**config.mk**
```make
export PLATFORM = sky130hd
export DESIGN_NAME = sim_commit_monitor
export DESIGN_NICKNAME = d
export VERILOG_FILES = /design/src/rtl/sim_monitor_pkg.sv /design/src/rtl/sim_commit_lane_scan.sv /design/src/rtl/sim_commit_monitor.sv
export SDC_FILE = /design/constraint.sdc
export NUM_CORES = 1
export LEC_CHECK = 0
export ABC_AREA = 1
export CAP_MARGIN = 30
export CORE_MARGIN = 3
export CORE_UTILIZATION = 39
export CTS_CLUSTER_SIZE = 25
export DETAILED_ROUTE_END_ITERATION = 10
export HOLD_SLACK_MARGIN = 0.15
export PLACE_DENSITY = 0.8
export SETUP_SLACK_MARGIN = 0.15
export SLEW_MARGIN = 20
export SYNTH_ARGS = -nofsm -noshare
export SYNTH_HDL_FRONTEND = slang
export SYNTH_HIERARCHICAL = 1
export SYNTH_SLANG_ARGS = --single-unit
export TNS_END_PERCENT = 50
```
**constraint.sdc**
```tcl
create_clock -name clock -period 2 [get_ports clock]
set_input_delay 0.2 -clock clock [delete_from_list [all_inputs] [get_ports clock]]
set_output_delay 0.2 -clock clock [all_outputs]
set_load 0.02 [all_outputs]
```
**src/rtl/sim_monitor_pkg.sv**
```systemverilog
// Shared types and constants for the simulation commit monitor.
// The lane struct carries pc/wdata at MON_XLEN bits, which is the default
// XLEN of the monitor; the top casts its port slices into it.
package sim_monitor_pkg;

    typedef enum logic [1:0] {
        IDLE  = 2'd0,
        RUN   = 2'd1,
        DRAIN = 2'd2,
        DONE  = 2'd3
    } mon_state_e;

    localparam logic [31:0] TRAP_INST_DEF = 32'h0010_0073;
    localparam logic [4:0]  A0_IDX        = 5'd10;
    localparam int unsigned MON_XLEN      = 32;

    typedef struct packed {
        logic                valid;
        logic [31:0]         inst;
        logic [MON_XLEN-1:0] pc;
        logic                wen;
        logic [4:0]          rd;
        logic [MON_XLEN-1:0] wdata;
    } commit_lane_t;

    // True when the lane writes the architectural a0 register.
    function automatic logic is_a0_write(input commit_lane_t lane);
        return lane.wen && (lane.rd == A0_IDX);
    endfunction

endpackage

```
**src/rtl/sim_commit_lane_scan.sv**
```systemverilog
// Combinational scan of one commit bundle: retires lanes in order up to and
// including the first trap, counts them, and forwards the newest a0 value.
module sim_commit_lane_scan
    import sim_monitor_pkg::*;
#(
    parameter int unsigned COMMIT_WIDTH = 2,
    parameter logic [31:0] TRAP_INST    = TRAP_INST_DEF,
    parameter int unsigned CNT_W        = $clog2(COMMIT_WIDTH + 1),
    parameter int unsigned IDX_W        = (COMMIT_WIDTH > 1) ? $clog2(COMMIT_WIDTH) : 1
) (
    input  commit_lane_t [COMMIT_WIDTH-1:0] lanes_i,
    input  logic [MON_XLEN-1:0]             a0_i,
    output logic [COMMIT_WIDTH-1:0]         retire_mask_o,
    output logic [CNT_W-1:0]                retire_cnt_o,
    output logic                            trap_hit_o,
    output logic [IDX_W-1:0]                trap_idx_o,
    output logic [MON_XLEN-1:0]             a0_fwd_o
);

    // The PC field is consumed by the top only for the trapping lane.
    logic pc_unused_s;

    // Walk lanes oldest-first; once a trap is seen younger lanes are dropped.
    always_comb begin
        retire_mask_o = '0;
        retire_cnt_o  = '0;
        trap_hit_o    = 1'b0;
        trap_idx_o    = '0;
        a0_fwd_o      = a0_i;
        for (int i = 0; i < int'(COMMIT_WIDTH); i++) begin
            if (lanes_i[i].valid && !trap_hit_o) begin
                retire_mask_o[i] = 1'b1;
                retire_cnt_o     = retire_cnt_o + CNT_W'(1);
                if (is_a0_write(lanes_i[i])) begin
                    a0_fwd_o = lanes_i[i].wdata;
                end else begin
                    a0_fwd_o = a0_fwd_o;
                end
                if (lanes_i[i].inst == TRAP_INST) begin
                    trap_hit_o = 1'b1;
                    trap_idx_o = IDX_W'(i);
                end else begin
                    trap_idx_o = trap_idx_o;
                end
            end else begin
                retire_mask_o[i] = 1'b0;
            end
        end
    end

    // Fold the PC bits so the whole lane bundle is consumed here.
    always_comb begin
        pc_unused_s = 1'b0;
        for (int i = 0; i < int'(COMMIT_WIDTH); i++) begin
            pc_unused_s = pc_unused_s ^ (^lanes_i[i].pc);
        end
    end

endmodule

```
**src/rtl/sim_commit_monitor.sv**
```systemverilog
// Simulation commit monitor: counts cycles and retired instructions, shadows
// a0, ends the run on ebreak or a no-commit watchdog, and raises finish/pass
// after a drain window. Define SIM_COMMIT_TRACE_EN for a per-lane retire trace
// and end-of-run summaries; port behaviour is the same either way.
module sim_commit_monitor
    import sim_monitor_pkg::*;
#(
    parameter int unsigned COMMIT_WIDTH = 2,
    parameter int unsigned XLEN         = 32,
    parameter int unsigned WDT_CYCLES   = 4096,
    parameter int unsigned DRAIN_CYCLES = 16,
    parameter logic [31:0] TRAP_INST    = TRAP_INST_DEF
) (
    input  logic                       clock,
    input  logic                       reset,
    input  logic [COMMIT_WIDTH-1:0]    cmt_valid,
    input  logic [COMMIT_WIDTH*32-1:0] cmt_inst,
    input  logic [COMMIT_WIDTH*XLEN-1:0] cmt_pc,
    input  logic [COMMIT_WIDTH-1:0]    cmt_wen,
    input  logic [COMMIT_WIDTH*5-1:0]  cmt_rd,
    input  logic [COMMIT_WIDTH*XLEN-1:0] cmt_wdata,
    output logic [63:0]                cycle_cnt,
    output logic [63:0]                instr_cnt,
    output logic [XLEN-1:0]            trap_pc,
    output logic                       timeout,
    output logic                       finish,
    output logic                       pass
);

    localparam int unsigned CNT_W = $clog2(COMMIT_WIDTH + 1);
    localparam int unsigned IDX_W = (COMMIT_WIDTH > 1) ? $clog2(COMMIT_WIDTH) : 1;
    localparam int unsigned WDT_W = $clog2(WDT_CYCLES + 1);
    localparam int unsigned DR_W  = $clog2(DRAIN_CYCLES + 1);
    localparam logic [WDT_W-1:0] WDT_LAST   = WDT_W'(WDT_CYCLES - 1);
    localparam logic [DR_W-1:0]  DRAIN_LAST = DR_W'(DRAIN_CYCLES - 1);

    mon_state_e state_q, state_d;
    logic [63:0]      cycle_q, cycle_d;
    logic [63:0]      instr_q, instr_d;
    logic [XLEN-1:0]  a0_q, a0_d;
    logic [XLEN-1:0]  trap_pc_q, trap_pc_d;
    logic [WDT_W-1:0] wdt_q, wdt_d;
    logic [DR_W-1:0]  drain_q, drain_d;
    logic             trap_ok_q, trap_ok_d;
    logic             timeout_q, timeout_d;
    logic             finish_q, finish_d;
    logic             pass_q, pass_d;

    commit_lane_t [COMMIT_WIDTH-1:0] lanes_s;
    logic [COMMIT_WIDTH-1:0] retire_mask_s;
    logic [CNT_W-1:0]        retire_cnt_s;
    logic                    trap_hit_s;
    logic [IDX_W-1:0]        trap_idx_s;
    logic [MON_XLEN-1:0]     a0_fwd_s;
    logic                    commit_s;
    logic                    run_cycle_s;
    logic                    trap_s;
    logic                    wdt_expire_s;
    logic                    drain_last_s;

    // Unpack the flat retire port into per-lane records.
    always_comb begin
        lanes_s = '0;
        for (int i = 0; i < int'(COMMIT_WIDTH); i++) begin
            lanes_s[i].valid = cmt_valid[i];
            lanes_s[i].inst  = cmt_inst[i*32 +: 32];
            lanes_s[i].pc    = MON_XLEN'(cmt_pc[i*XLEN +: XLEN]);
            lanes_s[i].wen   = cmt_wen[i];
            lanes_s[i].rd    = cmt_rd[i*5 +: 5];
            lanes_s[i].wdata = MON_XLEN'(cmt_wdata[i*XLEN +: XLEN]);
        end
    end

    sim_commit_lane_scan #(
        .COMMIT_WIDTH (COMMIT_WIDTH),
        .TRAP_INST    (TRAP_INST),
        .CNT_W        (CNT_W),
        .IDX_W        (IDX_W)
    ) u_scan (
        .lanes_i       (lanes_s),
        .a0_i          (MON_XLEN'(a0_q)),
        .retire_mask_o (retire_mask_s),
        .retire_cnt_o  (retire_cnt_s),
        .trap_hit_o    (trap_hit_s),
        .trap_idx_o    (trap_idx_s),
        .a0_fwd_o      (a0_fwd_s)
    );

    // The oldest valid lane always retires, so any retire means a commit cycle.
    assign commit_s     = |retire_mask_s;
    assign run_cycle_s  = (state_q == RUN) || ((state_q == IDLE) && commit_s);
    assign trap_s       = run_cycle_s && trap_hit_s;
    assign wdt_expire_s = (state_q == RUN) && !commit_s && (wdt_q == WDT_LAST);
    assign drain_last_s = (drain_q == DRAIN_LAST);

    // State register for the run-control FSM.
    always_ff @(posedge clock or negedge reset) begin
        if (!reset) begin
            state_q <= IDLE;
        end else begin
            state_q <= state_d;
        end
    end

    // Next-state decode: the first commit starts the run, trap or watchdog ends it.
    always_comb begin
        state_d = state_q;
        case (state_q)
            IDLE: begin
                if (commit_s) begin
                    if (trap_hit_s) state_d = DRAIN;
                    else            state_d = RUN;
                end else begin
                    state_d = IDLE;
                end
            end
            RUN: begin
                if (trap_s)            state_d = DRAIN;
                else if (wdt_expire_s) state_d = DRAIN;
                else                   state_d = RUN;
            end
            DRAIN: begin
                if (drain_last_s) state_d = DONE;
                else              state_d = DRAIN;
            end
            DONE:    state_d = DONE;
            default: state_d = IDLE;
        endcase
    end

    // Counter, shadow and result updates for the current state.
    always_comb begin
        cycle_d   = cycle_q;
        instr_d   = instr_q;
        a0_d      = a0_q;
        trap_pc_d = trap_pc_q;
        wdt_d     = wdt_q;
        drain_d   = drain_q;
        trap_ok_d = trap_ok_q;
        timeout_d = timeout_q;
        finish_d  = finish_q;
        pass_d    = pass_q;
        if (run_cycle_s) begin
            cycle_d = cycle_q + 64'd1;
            instr_d = instr_q + 64'(retire_cnt_s);
            a0_d    = XLEN'(a0_fwd_s);
            drain_d = '0;
            if (commit_s) wdt_d = '0;
            else          wdt_d = wdt_q + WDT_W'(1);
            if (trap_s) begin
                trap_pc_d = XLEN'(lanes_s[trap_idx_s].pc);
                trap_ok_d = (a0_fwd_s == '0);
            end else if (wdt_expire_s) begin
                timeout_d = 1'b1;
                trap_pc_d = '0;
                trap_ok_d = 1'b0;
            end else begin
                trap_pc_d = trap_pc_q;
            end
        end else if (state_q == DRAIN) begin
            cycle_d = cycle_q + 64'd1;
            if (drain_last_s) begin
                finish_d = 1'b1;
                pass_d   = trap_ok_q;
            end else begin
                drain_d = drain_q + DR_W'(1);
            end
        end else begin
            cycle_d = cycle_q;
        end
    end

    // Datapath registers; everything clears on reset.
    always_ff @(posedge clock or negedge reset) begin
        if (!reset) begin
            cycle_q   <= 64'd0;
            instr_q   <= 64'd0;
            a0_q      <= '0;
            trap_pc_q <= '0;
            wdt_q     <= '0;
            drain_q   <= '0;
            trap_ok_q <= 1'b0;
            timeout_q <= 1'b0;
            finish_q  <= 1'b0;
            pass_q    <= 1'b0;
        end else begin
            cycle_q   <= cycle_d;
            instr_q   <= instr_d;
            a0_q      <= a0_d;
            trap_pc_q <= trap_pc_d;
            wdt_q     <= wdt_d;
            drain_q   <= drain_d;
            trap_ok_q <= trap_ok_d;
            timeout_q <= timeout_d;
            finish_q  <= finish_d;
            pass_q    <= pass_d;
        end
    end

    assign cycle_cnt = cycle_q;
    assign instr_cnt = instr_q;
    assign trap_pc   = trap_pc_q;
    assign timeout   = timeout_q;
    assign finish    = finish_q;
    assign pass      = pass_q;

`ifdef SIM_COMMIT_TRACE_EN
    // Retire trace per processed lane, plus a summary line on trap or timeout.
    always @(posedge clock) begin
        if (reset && run_cycle_s) begin
            for (int i = 0; i < int'(COMMIT_WIDTH); i++) begin
                if (retire_mask_s[i]) begin
                    if (lanes_s[i].wen && (lanes_s[i].rd != 5'd0))
                        $display("%0d %h %h x%0d=%h", cycle_q, lanes_s[i].pc,
                                 lanes_s[i].inst, lanes_s[i].rd, lanes_s[i].wdata);
                    else
                        $display("%0d %h %h", cycle_q, lanes_s[i].pc, lanes_s[i].inst);
                end
            end
            if (trap_s)
                $display("trap pc=%h instr=%0d cycles=%0d ipc=%f",
                         lanes_s[trap_idx_s].pc, instr_d, cycle_d,
                         real'(instr_d) / real'(cycle_d));
            else if (wdt_expire_s)
                $display("timeout instr=%0d cycles=%0d ipc=%f", instr_d, cycle_d,
                         real'(instr_d) / real'(cycle_d));
        end
    end
`endif

endmodule

```
Word-level counts from Yosys, hierarchy flattened
Cells that the tools add are included.
{"block": "classes", "add_sub_neg": 5, "magnitude_cmp": 1, "eq_ne": 10, "n_mux": 32, "bitwise_logic": 2, "reduce_logical": 19}
{"op": "$mux W32", "n": 6}
{"op": "$mux W70", "n": 2}
{"op": "$mux W64", "n": 2}
{"op": "$add A64 B1 Y64 const B", "n": 1}
{"op": "$add A64 B2 Y64", "n": 1}
{"op": "$eq A32 B21 Y1 const B", "n": 2}
{"op": "$logic_not A32 Y1", "n": 1}
{"op": "$eq A5 B4 Y1 const B", "n": 3}
{"op": "$mux W5", "n": 3}
{"op": "$add A13 B1 Y13 const B", "n": 1}
{"op": "$eq A13 B12 Y1 const B", "n": 1}
{"op": "$mux W13", "n": 1}
{"op": "$mux W1", "n": 12}
{"op": "$mux W2", "n": 5}
{"op": "$pmux W2 S4", "n": 1}
{"op": "$logic_and A1 B1 Y1", "n": 7}
{"op": "$reduce_and A3 Y1", "n": 2}
{"op": "$add A5 B1 Y5 const B", "n": 1}
{"op": "$eq A2 B2 Y1 const B", "n": 2}
{"op": "$reduce_and A2 Y1", "n": 2}
{"op": "$reduce_bool A2 Y1", "n": 2}
{"op": "$add A2 B1 Y2 const B", "n": 1}
{"op": "$eq A2 B1 Y1 const B", "n": 1}
{"op": "$logic_not A1 Y1", "n": 2}
{"op": "other kinds (6)", "n": 7}
{"block": "totals", "reg_bits": 216, "input_bits": 208, "out_inout_bits": 163}

Longest topological paths before layout
Gate-level depths: netlist of the first run.
{"block": "logic_depth", "word_depth": 13, "depth_mapped": 22}

Hierarchy
Netlist of the first run, hierarchy kept.
{"mod": "sim_commit_monitor", "instances": 1, "cells_each": 1567, "area_each_um2": 11923.9}
{"mod": "sim_commit_lane_scan", "instances": 1, "cells_each": 395, "area_each_um2": 1640.3}

Worst setup path before layout of the first run
OpenSTA, ideal clock, no wires.
{"block": "synth_timing", "kind": "input to register", "start": "input port cmt_inst[3]", "end": "register instr_q[36] (netlist: instr_cnt[36])", "setup_time_ns": 0.113, "t_arrival_ns": 2.395, "slack_ns": -0.508, "stages": 21, "cell_sequence": "or2_1 -> nor2_1 -> nand2_1 -> nor2_1 -> nand2_1 -> nand3_1 -> nand2_1 -> inv_1 -> ha_1 -> inv_1 -> fa_1 -> inv_1 -> nand3_1 -> nor2_1 -> nand2_2 -> nor2_4 -> nand2_1 -> nor2_1 -> nand2_1 -> nand2_1 -> inv_1"}
{"block": "synth_via", "elab_cells_between_ends": 11, "classes_between": "1 x add/sub; 1 x eq/ne; 4 x mux; 5 x reduce/logical"}
{"element": "start, declared", "line": "sim_commit_monitor.sv:17", "text": "input logic [COMMIT_WIDTH*32-1:0] cmt_inst,"}
{"element": "$eq A32 B21 Y1", "line": "sim_commit_lane_scan.sv:39", "text": "if (lanes_i[i].inst == TRAP_INST) begin"}
{"element": "$mux W1", "line": "sim_commit_lane_scan.sv:39"}
{"element": "$mux W1", "line": "sim_commit_lane_scan.sv:31", "text": "if (lanes_i[i].valid && !trap_hit_o) begin"}
{"element": "$logic_not A1 Y1", "line": "sim_commit_lane_scan.sv:31"}
{"element": "$logic_and A1 B1 Y1", "line": "sim_commit_lane_scan.sv:31"}
{"element": "$mux W2", "line": "sim_commit_lane_scan.sv:31"}
{"element": "via retire_cnt_s[0]", "line": "sim_commit_monitor.sv:51", "text": "logic [CNT_W-1:0] retire_cnt_s;"}
{"element": "$add A64 B2 Y64", "line": "sim_commit_monitor.sv:145", "text": "instr_d = instr_q + 64'(retire_cnt_s);"}
{"element": "end signal, assigned", "line": "sim_commit_monitor.sv:188", "text": "instr_q <= instr_d;"}
{"element": "end, declared", "line": "sim_commit_monitor.sv:39", "text": "logic [63:0] instr_q, instr_d;"}
The timed path passes the listed nets, and every way through them passes these cells.
A chain may end at the register's enable or synchronous reset.

Worst setup path after layout of the first run
{"block": "layout_timing", "start": "input port cmt_inst[15]", "end": "register instr_q[36] (netlist: instr_cnt[36])"}
Same word-level chain as after synthesis.

==> metrics.yaml, run 1 <==
drive_above_1_share_pct: 20.6
fin_util_pct: 63.0
hold_viol_final: 0
seqCellArea_um2: 5420
grt_max_degree: 62
track_usage_pct: 24.7
netlist_top_cells_area: "dfrtp_1, nand2_1, inv_1"
nets: 2704
synth_cell_types: 45
drc: 0
yosysWarnings: 6
worst_pin_slew_ns: 0.548
final.min_clock_period_ns: 2.17
fin_skew_ns: 0.0141
max_slew_margin_pct: 63.3
final_cells: 2953
grt_pass1_vias: 14700
place_congestion: 0.916
synth_nets: 2177
p_total_uw: 11900
synth_area_um2: 13600
cp-start-kind: "input pin"
initial_utilization_pct: 40.1
ys.flop_type: "dfrtp_1"
cap_violations: 0
met3_usage_pct: 3.00
die_h_um: 192
fin_area_um2: 21300
crit_required_ns: 2.41
layout_commonest_cell: "nand2_1"
die_area_um2: 37100
fill_cells: 2850
fin_ws_ns: -0.171
combPwrFrac_pct: 20.0
p_int_uw: 8650
ys_ff_latch: 216
drtIter0Drc: 993
num_io_pins: 371
core_um2: 33900
ant_nets: 0
port_buffers: 370
synth.top_cell.area_share_pct: 39.8
ys_seq_area_share_pct: 39.8
multi_input_comb_area_um2: 7970
clock_latency_ns: 0.52
p_leak_uw: 0.0103
crit_arrival_ns: 2.58
antenna_found_initial: 0
clockPowerShare_pct: 39.9
cts_tree: "built"
max_freq_ghz: 0.461
finalCritPeriodShare_pct: 109
hpwl_um: 35700
dp.cells: 2844
grt_pass1_wl_um: 74400
final_cell_mix: "nand2_1, clkdlybuf4s50_1, inv_1"
cts-root-buf: "clkbuf_16"
cts_made_buffers: 25
busiest_layer: "met2"
setup_viol_count_final: 38
seq_power_share_pct: 40.2
synth_cells: 1962
synth.avg_cell_area_um2: 6.91
area_growth_pct: 57.3
switchingPower_uw: 3240
synth_edf_count: 0
min_path_type: "in -> async"
slew_viol_final: 0
vias: 15100
synth-async-reset-ratio_pct: 100
vias_per_cell: 5.11
p_sw_share_pct: 27.2
outcome: "finished with violations"
grt_util_met2_pct: 43.4
violations: "setup timing"
wl_per_cell_um: 16.5
rsz0062_at_grt: "yes"
routed_wl_um: 48700
cts.sinks: 216
die_w_um: 192
path_clk_slew_ns: 0.06
cp_max_fo: 4
synth_area_leader_cell: "dfrtp_1"
dr.pass1.iters: 6
overflow: 0
worst_setup_path_end_kind: "flip-flop"
grt_use_met1_pct: 31.2
htreeDepth: 1
peakVddDrop_mv: 0.603
powerDensity_nw_per_um2: 557
cts_max_path_buffers: 3
antenna_cells: 0
placedInstanceArea_um2: 18700
critPathKind: "in -> reg"
fp-row-count: 67
==> flip-flops by register name, summed over array words and instances (netlist names) <==
signal     cells
trap_pc       32
cycle_cnt     64
timeout        1
state_q        2
finish         1
trap_ok_q      1
a0_q          32
drain_q        5
wdt_q         13
instr_cnt     64
pass           1
==> timing repair <==
action	4_1_cts	5_1_grt
endpoints found under the hold margin	216	0
endpoints found under the setup margin	250	177
pin swaps	70	113
hold buffers	1	0
resized for setup	219	280
gates cloned	2	6
buffers inserted	23	34
==> cell type report <==
| cell class | count | area share (%) |
|---|---|---|
| clock buffer | 38 | 3.44 |
| clock inverter | 5 | 0.469 |
| inverter | 266 | 4.78 |
| multi-input combinational | 1433 | 37.4 |
| sequential | 216 | 25.4 |
| tap | 448 | 2.63 |
| timing repair buffer | 547 | 25.9 |
==> Yosys cell counts, types with 16 or more instances <==
library cell,instances
nand4_1,54
nand3_1,130
nand3b_1,16
xor2_1,40
xnor2_1,44
nor3_1,31
o21ai_2,29
nand2_1,716
o21ai_0,43
dfrtp_1,216
inv_1,263
buf_2,22
o211ai_1,32
nor2_1,226
==> through the flow <==
stage	setup WS [ns]	setup TNS [ns]	hold WS, ns
final	-0.171	-2.40	0.186
after CTS	-0.103	-1.09	0.190
after detailed placement	-1.29	-188.79	0.157
after global placement	-1.29	-180.50	0.158
after floorplan	-0.371	-4.36	-0.0956
after global routing	-0.326	-10.14	0.213
==> routing by layer <==
layer / routed length [um] / up-vias
li1: - / 7199
met1: 19000 / 7089
met3: 3350 / 136
met5: 0 / -
met4: 1880 / 0
met2: 24500 / 659
==> power groups by stage <==
stage | clock network (uW) | logic, uW | registers (uW)
2_1_floorplan | 0 | 859 | 4890
3_3_place_gp | 0 | 1970 | 4820
3_5_place_dp | 0 | 2000 | 4830
4_1_cts | 4800 | 2070 | 4760
5_1_grt | 4970 | 2600 | 4800
6_report | 4740 | 2370 | 4780
==> cells by family (layout without fill, tap and decap cells) <==
kind of cell               count (synthesis)  in the layout  synth area share, %
buffers and inverters                    314            856                 9.53
DFF                                      216            216                 39.8
and+or+nand+nor                         1215           1216                 38.1
adders and majority gates                  7              7                0.701
AOI/OAI and AO/OA                        126            126                 6.44
xor gates and xnor gates                  84             84                 5.42
==> worst max-delay path: stages <==
cell and delay, ns:
buf_6 0.10, nor2_4 0.09, nand2_2 0.07, nor2_4 0.19
inv_2 0.07, nor2_4 0.14, nand2_4 0.07, nand3_4 0.07
nand2_2 0.05, inv_2 0.06, ha_4 0.13, inv_2 0.04
fa_2 0.36, inv_2 0.09, nand3_2 0.08, nor2_4 0.13
nand2_2 0.08, nor2_4 0.16, nand2_2 0.10, nor2_4 0.12
nand2_1 0.06, nand2_1 0.06, inv_1 0.04
==> final timing paths <==
path / cells past startpoint / slack, ns / end / start
worst max-delay path: 23 / -0.17 / instr_cnt[36] / cmt_inst[15]
worst min-delay path: 2 / 0.19 / cycle_cnt[18] / reset
worst max register to register: 9 / -0.05 / instr_cnt[40] / instr_cnt[2]
worst min register to register: 2 / 0.47 / a0_q[8] / a0_q[8]
max in group asynchronous: 3 / 1.11 / trap_pc[9] / reset
min in group clock: 3 / 0.32 / trap_pc[8] / cmt_pc[8]
Power figures use the tool's default switching activity.
==> inputs of run 2 (changes only) <==
Settings changed: SLEW_MARGIN 20 to not set.
==> metrics.yaml, run 2 (synthesis gave the netlist of run 1 again) <==
initial_utilization_pct: 40.1  # unchanged
critPathSlowestCell: "fa_2"
clockPowerShare_pct: 40.4  # +0.5 points
p_leak_uw: 0.0106  # +2.8%
fill_cells: 2880  # +1.1%
busiest_layer: "met2"
combPwrFrac_pct: 18.9  # -1.1 points
tns_ns: -1.06  # +1.35 ns
seq_power_share_pct: 40.7  # +0.5 points
hpwl_um: 35700  # about the same
htreeDepth: 1  # unchanged
crit_arrival_ns: 2.55  # -0.03 ns
drc: 0  # unchanged
outcome: "finished with violations"
port_buffers: 370  # unchanged
worst_setup_path_end_kind: "flip-flop"
path_buf_inv: 8  # +2
whs_ns: 0.173  # -0.0138 ns
crit_top_cell: "nor2_4"
overflow: 0  # unchanged
grt_max_degree: 62  # unchanged
wl_per_cell_um: 16.5  # +0.25%
path_delay_family: "simple AND/OR/NAND/NOR gates"
drive_above_1_share_pct: 19.3  # -1.3 points
switchingPower_uw: 3200  # -1.2%
p_int_uw: 8500  # -1.7%
grt_use_met1_pct: 31.4  # +0.23 points
fin_skew_ns: 0.0193  # +0.00527 ns
ant_nets: 0  # unchanged
path_clk_slew_ns: 0.06  # about the same
cp-start-kind: "input pin"
peakVddDrop_mv: 0.561  # -7.0%
met3_usage_pct: 3.81  # +0.82 points
min_path_type: "in -> async"
num_io_pins: 371  # unchanged
crit_required_ns: 2.43  # +0.02 ns
worstPathCellList: "buf_6, nor2_4, nand2_2, nor2_4, inv_2, nor2_4, nand2_4, nand3_4, nand2_2, inv_2, ha_4, inv_2, fa_2, inv_2, nand3_2, nor2_4, buf_4, buf_6, nand3_2, nor2_4, nand4_1, nand2_1, inv_1"
setup_viol_count_final: 23  # -39%
die_area_um2: 37100  # unchanged
track_usage_pct: 25.1  # +0.42 points
p_sw_share_pct: 27.3  # +0.10 points
hold_viol_final: 0  # unchanged
critPathKind: "in -> reg"
vias_per_cell: 5.10  # -0.24%
final.min_clock_period_ns: 2.12  # -0.0490 ns
area_growth_pct: 54.4
cp_max_fo: 3  # -1
nets: 2684  # -0.74%
cts_made_buffers: 26  # +4.0%
grt_util_met2_pct: 43.5  # +0.12 points
max_freq_ghz: 0.471  # +2.3%
clock_latency_ns: 0.53  # about the same
finalCritPeriodShare_pct: 106  # -2.4 points
violations: "setup timing"
core_um2: 33900  # unchanged
final_cells: 2936  # -0.58%
cpPeakStageDelay_ns: 0.35  # about the same
slew_viol_final: 0  # unchanged
die_w_um: 192  # unchanged
final_cell_mix: "nand2_1, clkdlybuf4s50_1, inv_1"
cts-root-buf: "clkbuf_16"
antenna_found_initial: 0  # unchanged
vias: 15000  # -0.82%
routed_wl_um: 48500  # -0.32%
p_total_uw: 11700  # -1.6%
dp.cells: 2844  # unchanged
fin_ws_ns: -0.122  # +0.0490 ns
fp-row-count: 67  # unchanged
layout_commonest_cell: "nand2_1"
rsz0062_at_grt: "yes"
place_congestion: 0.916  # unchanged
max_slew_margin_pct: 68.9  # +5.6 points
cts_max_path_buffers: 3  # unchanged
powerDensity_nw_per_um2: 558  # +0.24%
cts.sinks: 216  # unchanged
grt_pass1_vias: 14700  # +0.39%
grt_pass1_wl_um: 75200  # +1.1%
die_h_um: 192  # unchanged
worst_pin_slew_ns: 0.466  # -0.0822 ns
dr.pass1.iters: 6  # unchanged
drtIter0Drc: 1072  # +8.0%
antenna_cells: 0  # unchanged
cap_violations: 0  # unchanged
cts_tree: "built"
## run 2: stage by stage
step / util, % / setup slack [ns] / instance area (um^2)
6_report: 61.9 / -0.122 / 20900
5_1_grt: 61.9 / -0.234 / 20900
4_1_cts: 59.0 / -0.103 / 20000
3_5_place_dp: 55.1 / -1.28 / 18700
3_3_place_gp: 55.1 / -1.29 / 18700
2_1_floorplan: - / -0.371 / 13700
## run 2: cell type report
type                       count  area (um^2)  share of cell area [%]
sequential                   216         5420                    25.9
multi-input combinational   1433         7740                    37.0
tap                          448          561                    2.68
clock inverter                 6         80.1                   0.382
clock buffer                  41          758                    3.62
timing repair buffer         526         5380                    25.7
inverter                     266         1010                    4.81
## run 2: power groups by stage
stage	registers, uW	logic (uW)	clock network, uW
2_1_floorplan	4890	859	0
3_3_place_gp	4820	1970	0
3_5_place_dp	4830	2000	0
4_1_cts	4760	2060	4800
5_1_grt	4800	2440	5000
6_report	4760	2210	4720
## run 2: repair_timing
item / CTS / global route
gates resized for setup: 230 / 235
buffers inserted: 17 / 17
hold buffers: 1 / 0
endpoints found under the hold margin: 216 / 0
setup endpoints to repair: 260 / 180
cloned: 3 / 7
pin swaps: 78 / 107
## run 2: worst register-to-register path, cell delays in order (launching register included)
cell	delay (ns)
dfrtp_1	0.44
inv_1	0.10
fa_2	0.41
inv_2	0.07
nand3_2	0.07
nor2_4	0.11
buf_4	0.13
buf_6	0.09
nand3_2	0.09
nor2_4	0.15
nand4_1	0.10
nand2_1	0.08
inv_1	0.04
## run 2: final timing paths
path | startpoint | endpoint | slack [ns] | depth (start not counted)
worst max-delay path | cmt_inst[15] | instr_cnt[60] | -0.12 | 23
worst min-delay path | reset | cycle_cnt[25] | 0.17 | 2
worst max register to register | instr_cnt[1] | instr_cnt[60] | 0.01 | 12
worst min register to register | a0_q[9] | a0_q[9] | 0.48 | 2
max in group asynchronous | reset | cycle_cnt[55] | 1.13 | 3
min in group clock | cmt_pc[8] | trap_pc[8] | 0.32 | 3
## run 2: layer usage
metal / vias to the layer above / wire length [um]
met3: 156 / 3290
met4: 0 / 2170
li1: 7151 / -
met1: 7000 / 19200
met5: - / 0
met2: 653 / 23900
==> inputs of run 3 (changes only) <==
Settings changed: CORE_UTILIZATION 39 to 45, PLACE_DENSITY 0.8 to 0.88.
==> metrics.yaml, run 3 (synthesis gave the netlist of run 1 again) <==
outcome: "finished with violations"
violations: "setup timing"
nets: 2728  # +1.6%
wl_per_cell_um: 17.3  # +4.9%
fin_skew_ns: 0.0111  # -0.00827 ns
finalCritPeriodShare_pct: 112  # +5.7 points
cts-root-buf: "clkbuf_16"
powerDensity_nw_per_um2: 559  # +0.13%
cts.sinks: 216  # unchanged
min_path_type: "in -> async"
worst_setup_path_end_kind: "flip-flop"
final_cell_mix: "nand2_1, clkdlybuf4s50_1, inv_1"
hpwl_um: 35100  # -1.8%
crit_arrival_ns: 2.66  # +0.11 ns
clock_latency_ns: 0.53  # about the same
place_congestion: 0.955  # +4.3%
cts_made_buffers: 25  # -3.8%
initial_utilization_pct: 46.5  # +6.5 points
layout_commonest_cell: "nand2_1"
hold_viol_final: 0  # unchanged
setup_viol_count_final: 56  # +140%
htreeDepth: 1  # unchanged
vias_per_cell: 5.37  # +5.3%
vias: 15600  # +4.6%
drive_above_1_share_pct: 21.1  # +1.8 points
max_freq_ghz: 0.447  # -5.1%
cp_max_fo: 3  # unchanged
crit_required_ns: 2.42  # about the same
rsz0062_at_grt: "yes"
dr.pass1.iters: 7  # +1
fp-row-count: 62  # -7.5%
grt_pass1_wl_um: 75300  # about the same
core_um2: 29200  # -14%
fin_ws_ns: -0.235  # -0.113 ns
drtIter0Drc: 1720  # +60%
max_slew_margin_pct: 66.3  # -2.6 points
final.min_clock_period_ns: 2.24  # +0.113 ns
cts_max_path_buffers: 3  # unchanged
worst_pin_slew_ns: 0.503  # +0.0373 ns
r2r-start: "instr_cnt[0]"
die_area_um2: 32300  # -13%
routed_wl_um: 50500  # +4.1%
dp.cells: 2790  # -1.9%
p_leak_uw: 0.0101  # -4.2%
ant_nets: 0  # unchanged
num_io_pins: 371  # unchanged
critPathLaunch: "cmt_inst[13]"
die_w_um: 180  # -6.7%
overflow: 0  # unchanged
die_h_um: 180  # -6.7%
port_buffers: 370  # unchanged
drc: 0  # unchanged
antenna_found_initial: 1  # +1
slew_viol_final: 0  # unchanged
final_cells: 2915  # -0.72%
grt_max_degree: 60  # -3.2%
cap_violations: 0  # unchanged
peakVddDrop_mv: 0.612  # +9.2%
track_usage_pct: 27.9  # +2.8 points
dp_slack_ns: -1.17  # +0.111 ns
cp-start-kind: "input pin"
grt_pass1_vias: 15100  # +2.1%
cts_tree: "built"
area_growth_pct: 57.5
path_clk_slew_ns: 0.06  # about the same
critPathKind: "in -> reg"
## run 3: cell types whose count changed in the layout (fill, tap and decap cells not counted), moves of 7 or more
cell and delta:
clkdlybuf4s50_1 +55, dlymetal6s2s_1 -53, buf_6 +21, buf_4 +16, nand2_2 -14, o21ai_0 -11
nor2_2 +10, nand2_4 +8, nand3_4 +8, buf_12 +7, clkbuf_1 -7, o21ai_1 +7
## run 3: layout make-up
cell class,instances,area (um^2)
flip-flops and latches,216,5420
well taps,384,480
inverters,266,1010
fillers,2093,7800
clock inverters,9,106
clock buffers,35,723
multi-input cells,1432,7860
diodes,1,2.50
repair buffers,572,5780
## run 3: critical path, stage by stage
cell,delay (ns)
buf_6,0.09
nor2_2,0.12
nand2_2,0.09
nor2_4,0.20
inv_2,0.07
nor2_4,0.13
nand2_4,0.07
nand3_4,0.06
nand2_2,0.05
inv_2,0.06
ha_4,0.12
inv_2,0.03
fa_2,0.35
nor2_1,0.16
nand2_2,0.13
nor2_2,0.22
nand3b_1,0.14
nor2_1,0.15
nand2_1,0.07
nand2_1,0.06
nand2_1,0.05
## run 3: per-stage QoR
stage / hold WS (ns) / TNS, ns / total power, uW / utilization, % / instance area (um^2)
after floorplan: -0.0956 / -4.36 / 5740 / - / 13700
after global placement: 0.171 / -146.17 / 6770 / 64.2 / 18700
after detailed placement: 0.180 / -159.53 / 6840 / 64.3 / 18700
after CTS: 0.205 / -0.909 / 11700 / 69.0 / 20100
after global routing: 0.255 / -12.65 / 12400 / 73.3 / 21400
final: 0.209 / -5.24 / 11900 / 73.3 / 21400
## run 3: final timing paths
| check | to | slack, ns | depth (start not counted) |
|---|---|---|---|
| max | instr_cnt[40] | -0.24 | 21 |
| min | cycle_cnt[29] | 0.21 | 2 |
| max reg2reg | instr_cnt[40] | -0.06 | 11 |
| min reg2reg | pass | 0.48 | 2 |
| max in group asynchronous | a0_q[17] | 1.14 | 3 |
| min in group clock | trap_pc[15] | 0.30 | 3 |
## run 3: per-layer routing
layer,vias up,GRT usage [%],wire length [um]
met4,0,12.3,2760
met5,-,0,0
li1,7259,-,-
met1,7299,33.5,18800
met2,871,49.6,25100
met3,213,4.20,3830
## run 3: power breakdown
part | internal, uW | switching (uW) | total (uW)
Clock | 2770 | 1890 | 4660
Combinational | 1210 | 1290 | 2500
Sequential | 4580 | 205 | 4780
Total | 8560 | 3390 | 11900
## run 3: timing repair
item / 4_1_cts / 5_1_grt
hold buffers: 1 / 0
pin swaps: 79 / 106
endpoints found under the hold margin: 216 / 0
buffers inserted: 27 / 42
gates cloned: 2 / 8
endpoints found under the setup margin: 253 / 215
resized for setup: 240 / 236
